### src/rtl/mkds_second_half.sv
// MKDS strobe decoder, downstream half: 16x8 register bank with a single/burst read-back port.
// Optional feature macro: MKDS_ONEHOT_CHECK_EN (multi-hot strobe detection with sticky err).
module mkds_second_half #(
  parameter int DATA_W = 8,
  parameter int NREG   = 16,
  parameter int PTR_W  = 4
) (
  input  logic              CLK,
  input  logic              CLR,
  input  logic [15:0]       data_in,
  input  logic [NREG-1:0]   strob_in_reg,
  input  logic [3:0]        strob_in_dir,
  input  logic              rd_ready,
  output logic [DATA_W-1:0] data_out,
  output logic              data_valid,
  output logic              busy,
  output logic              err
);

  typedef enum logic [1:0] {
    IDLE,
    SINGLE,
    BURST
  } state_t;

  state_t            state_q;
  logic [DATA_W-1:0] bank_q [NREG];
  logic [PTR_W-1:0]  ptr_q;
  logic [PTR_W-1:0]  count_q;
  logic [NREG-1:0]   regPrev_q;
  logic [3:0]        dirPrev_q;
  logic [DATA_W-1:0] dataOut_q;
  logic              dataValid_q;
  logic              err_q;

  logic [NREG-1:0]   regRise;
  logic [3:0]        dirRise;
  logic              writeEn;
  logic [PTR_W-1:0]  writeIdx;
  logic [PTR_W-1:0]  ptr_d;
  logic [PTR_W-1:0]  count_d;
  logic              unusedBits;

  assign regRise = strob_in_reg & ~regPrev_q;
  assign dirRise = strob_in_dir & ~dirPrev_q;
  assign ptr_d   = ptr_q + PTR_W'(1);
  assign count_d = count_q + PTR_W'(1);
  assign unusedBits = ^data_in[15:DATA_W];

`ifdef MKDS_ONEHOT_CHECK_EN
  logic regMulti;
  logic dirMulti;
  // x & (x-1) is nonzero exactly when more than one bit is set
  assign regMulti = |(regRise & (regRise - NREG'(1)));
  assign dirMulti = |(dirRise & (dirRise - 4'd1));
`endif

  // Lowest rising register strobe selects the bank entry to write
  always_comb begin
    writeEn  = |regRise;
    writeIdx = '0;
    for (int i = NREG - 1; i >= 0; i--) begin
      if (regRise[i]) writeIdx = PTR_W'(i);
    end
`ifdef MKDS_ONEHOT_CHECK_EN
    if (regMulti) writeEn = 1'b0;
`endif
  end

  always_ff @(posedge CLK) begin
    if (CLR) begin
      state_q     <= IDLE;
      ptr_q       <= '0;
      count_q     <= '0;
      regPrev_q   <= '0;
      dirPrev_q   <= '0;
      dataOut_q   <= '0;
      dataValid_q <= 1'b0;
      err_q       <= 1'b0;
      for (int i = 0; i < NREG; i++) bank_q[i] <= '0;
    end else begin
      regPrev_q <= strob_in_reg;
      dirPrev_q <= strob_in_dir;
      if (dirRise[3]) begin
        // Clear outranks everything, including a same-cycle register write
        state_q     <= IDLE;
        ptr_q       <= '0;
        count_q     <= '0;
        dataOut_q   <= '0;
        dataValid_q <= 1'b0;
        err_q       <= 1'b0;
        for (int i = 0; i < NREG; i++) bank_q[i] <= '0;
      end else begin
        if (writeEn) bank_q[writeIdx] <= data_in[DATA_W-1:0];
`ifdef MKDS_ONEHOT_CHECK_EN
        if (regMulti || dirMulti) err_q <= 1'b1;
`endif
        case (state_q)
          IDLE: begin
            if (dirRise[0]) begin
              ptr_q <= data_in[PTR_W-1:0];
            end else if (dirRise[1]) begin
              dataOut_q   <= bank_q[ptr_q];
              dataValid_q <= 1'b1;
              state_q     <= SINGLE;
            end else if (dirRise[2]) begin
              dataOut_q   <= bank_q[ptr_q];
              dataValid_q <= 1'b1;
              count_q     <= '0;
              state_q     <= BURST;
            end
          end
          SINGLE: begin
            if (rd_ready) begin
              dataValid_q <= 1'b0;
              state_q     <= IDLE;
            end
          end
          BURST: begin
            // Pointer walks a full lap, so it lands back on its start value
            if (rd_ready) begin
              ptr_q   <= ptr_d;
              count_q <= count_d;
              if (count_q == PTR_W'(NREG - 1)) begin
                dataValid_q <= 1'b0;
                state_q     <= IDLE;
              end else begin
                dataOut_q <= bank_q[ptr_d];
              end
            end
          end
          default: state_q <= IDLE;
        endcase
      end
    end
  end

  assign data_out   = dataOut_q;
  assign data_valid = dataValid_q;
  assign busy       = (state_q != IDLE);
`ifdef MKDS_ONEHOT_CHECK_EN
  assign err = err_q;
`else
  assign err = 1'b0;
`endif

endmodule

### config.mk
export PLATFORM = sky130hd
export DESIGN_NAME = mkds_second_half
export DESIGN_NICKNAME = d
export VERILOG_FILES = /design/src/rtl/mkds_second_half.sv
export SDC_FILE = /design/constraint.sdc
export NUM_CORES = 1
export LEC_CHECK = 0
export CAP_MARGIN = 0
export CORE_MARGIN = 1.5
export CORE_UTILIZATION = 64
export CTS_BUF_LIST = sky130_fd_sc_hd__clkbuf_4 sky130_fd_sc_hd__clkbuf_8
export CTS_CLUSTER_SIZE = 28
export DETAILED_ROUTE_END_ITERATION = 12
export PLACE_DENSITY = 0.91
export SLEW_MARGIN = 40
export SYNTH_ARGS = -nofsm -noshare
export SYNTH_HDL_FRONTEND = slang
export SYNTH_SLANG_ARGS = --single-unit
### constraint.sdc
create_clock -name CLK -period 3.89 [get_ports CLK]
set_input_delay 0.778 -clock CLK [delete_from_list [all_inputs] [get_ports CLK]]
set_output_delay 0.778 -clock CLK [all_outputs]
set_load 0.01 [all_outputs]
==> out/metrics.cfg <==
[place]
place.port_buffers=40
post-place-cells=951
place_hpwl_um=16300
routabilityCongestion=0.904

[critical_path]
critical_path.endpoint_type=register
crit_path_cell_trace=clkdlybuf4s50_1, nor2b_4, nor4_4, nand4_2, nor3b_4, inv_4, o21ai_1, buf_4
worst_setup_path_start_kind=primary input
critical_path_arrival_ns=3.16
worstReg2RegStart=state_q[0]
cpMaxStageDelayCell=sky130_fd_sc_hd__o21ai_1
r2r_cells=8
reg2reg_setup_slack_ns=1.36
worst-endpoint-required_ns=4.08
cp_slowest_stage_delay_ns=0.52
cp-startpoint=strob_in_reg[4]
timing.critical_path.to=bank_q[15][4]
worst_r2r_endpoint=ptr_q[2]
timing.setup.critical_path_class=primary input to register
critical_path.max_fanout=5

[sta]
slew_headroom_pct=46.4
timing.final.max_slew_violations=0
tcrit_tclk_final_pct=76.2
setup_viol=0
worst_pin_slew_ns=0.804
report.final.hold_viol_count=0
final_period_minus_worst_setup_slack_ns=2.96
final_skew_ns=0.00997
hold-worst-slack_ns=0.482
setup_total_negative_slack_ns=0
rsz_0062_raised_after_global_routing=no
peak_clock_frequency_supported_by_timing_ghz=0.337

[global_routing]
grt_antenna_before_repair=0
grt_first_pass_wirelength_um=37200
grt_start_max_net_pins=34
grt_pass1_vias=7010
gr-usage-all-layers_pct=34.6
gr-total-overflow=0

[cts]
clock-sinks=171
clock_tree.root_cell=sky130_fd_sc_hd__clkbuf_8
post-cts-setup-buffers=0
postCtsResizedCells=0
clk_transition_reported_paths_ns=0.08
tritoncts.num_buffers=17
cts_tree=yes
cts_buffer_depth=2
clock_insertion_delay_worst_skew_ns=0.48
cts_hold_repair.buffers=0
ctsHtreeMaxLevel=4

[logic_synthesis]
synthesized_net_count=791
netlist_area_um2=8790
synth.lib_cells_used.distinct=61
post_synthesis_register_bit_count=171
number_of_warnings_issued_by_yosys=0
dominantRegCellSynth=sky130_fd_sc_hd__edfxtp_1
synth_seq_area_share_pct=53.5
post_synth.cell_area_avg_um2=11.8
netlist_instances=746
synth_enable_flop_cells=128
synth_async_sr_flop_share_pct=0

[run_status]
outcome=complete, no violations

[route]
routed_wl_um=23500
antenna_left=0
drcViolationCount=0
vias_per_cell=6.97
detailed_route_wire_length_per_cell_um=24.0
starting_drc_count_in_detailed_routing=1279
detail_route.first_pass.iterations=6
dr_vias=6850

[power]
static-leakage-power_uw=0.00354
design_power_total_uw=3950
power_density_nw_per_um2=402
max-vdd-ir-drop_uv=248

[die]
initial_utilization_pct=66.1
std_cell_rows=42
die_h_um=120
core_region_um2=13300
ioPinCount=50
chipWidth_um=120
fp.dieArea_um2=14400

[job]
max_cap_violations=0

[layout]
final_cell_count_no_fill=983
highest_count_cells_in_the_layout_ignoring_fill_and_taps=sky130_fd_sc_hd__edfxtp_1 (128), sky130_fd_sc_hd__nor2_1 (109), sky130_fd_sc_hd__nand2_1 (86)
mostFrequentLayoutCell=sky130_fd_sc_hd__edfxtp_1
finish.utilization_pct=74.0
fin_nets=839
layout_cells_sized_above_1_pct=17.3
total_inserted_antenna_cells=0
area.growth.synth_to_final_pct=11.9

[worst_hold_path]
timing.hold.worst.start=data_out[1]
type_of_the_most_critical_hold_path=register to register

==> flip-flops by register name, summed over array words and instances, names as in the netlist, named ones only <==
signal and cells:
data_valid 1, bank_q 128, state_q 2, count_q 4
data_out 8, dirPrev_q 4, regPrev_q 16, ptr_q 4
==> stage by stage <==
step	setup WS [ns]	cell area, um2
2_1_floorplan	0.975	8790
3_3_place_gp	0.350	9440
3_5_place_dp	0.214	9470
4_1_cts	0.705	9830
5_1_grt	0.851	9830
6_report	0.926	9830
==> worst min path at each step <==
stage	end	slack, ns	cells past startpoint
finish	data_out[1]	0.48	2
global route	data_out[0]	0.50	2
CTS	data_out[1]	0.48	2
detailed placement	data_out[1]	0.47	2
global placement	count_q[1]	0.45	2
floorplan	count_q[1]	0.45	2
==> Yosys cell counts, types with 3 or more instances <==
cell type	instances	area, um2
sky130_fd_sc_hd__a21o_1	5	37.5
sky130_fd_sc_hd__a21oi_1	23	115
sky130_fd_sc_hd__a22oi_1	7	52.6
sky130_fd_sc_hd__a41o_1	3	30.0
sky130_fd_sc_hd__a41oi_1	3	26.3
sky130_fd_sc_hd__and2_1	26	163
sky130_fd_sc_hd__and3_1	9	56.3
sky130_fd_sc_hd__buf_2	20	100
sky130_fd_sc_hd__buf_4	6	45.0
sky130_fd_sc_hd__clkbuf_1	13	48.8
sky130_fd_sc_hd__dfxtp_1	43	861
sky130_fd_sc_hd__edfxtp_1	128	3840
sky130_fd_sc_hd__ha_1	6	75.1
sky130_fd_sc_hd__inv_1	9	33.8
sky130_fd_sc_hd__mux2i_1	15	150
sky130_fd_sc_hd__mux4_2	54	1220
sky130_fd_sc_hd__nand2_1	86	323
sky130_fd_sc_hd__nand2b_1	13	81.3
sky130_fd_sc_hd__nand3_1	30	150
sky130_fd_sc_hd__nor2_1	109	409
sky130_fd_sc_hd__nor2b_1	40	250
sky130_fd_sc_hd__nor3_1	16	80.1
sky130_fd_sc_hd__o211ai_1	4	30.0
sky130_fd_sc_hd__o21ai_0	18	90.1
sky130_fd_sc_hd__o22ai_1	12	75.1
==> cell type report <==
type / instances / area [um2]
clock buffer: 23 / 292
clock inverter: 9 / 72.6
inverter: 10 / 40.0
multi-input combinational: 525 / 3880
sequential: 171 / 4710
tap: 176 / 220
timing repair buffer: 69 / 618
fill: 781 / 3460
==> layer usage <==
layer	up-vias	global-route usage, %	share of wire (%)
met2	608	57.7	50
met4	0	21.1	6.1
met3	147	6.23	11
met5	-	0	0
met1	3244	42.4	32
li1	2851	-	-
==> kinds of logic after synthesis <==
group / synth area share (%)
buffers and inverters: 2.71
adders and majority gates: 0.854
xor gates and xnor gates: 0.299
muxes: 15.7
and+or+nand+nor: 19.3
other: 0.0427
DFF: 53.5
AOI/OAI and AO/OA: 7.59
==> critical path, delay by kind of cell <==
family	cells	cell delay (ns)
buf+inv	3	0.81
compound gates	1	0.52
simple gates	4	1.05
==> where the power goes <==
group	internal, uW	total (uW)	switching [uW]
Clock	558	1190	633
Sequential	2050	2120	72.2
Combinational	260	644	384
Total	2860	3950	1090
No activity file was read; power rests on OpenSTA's default activity.
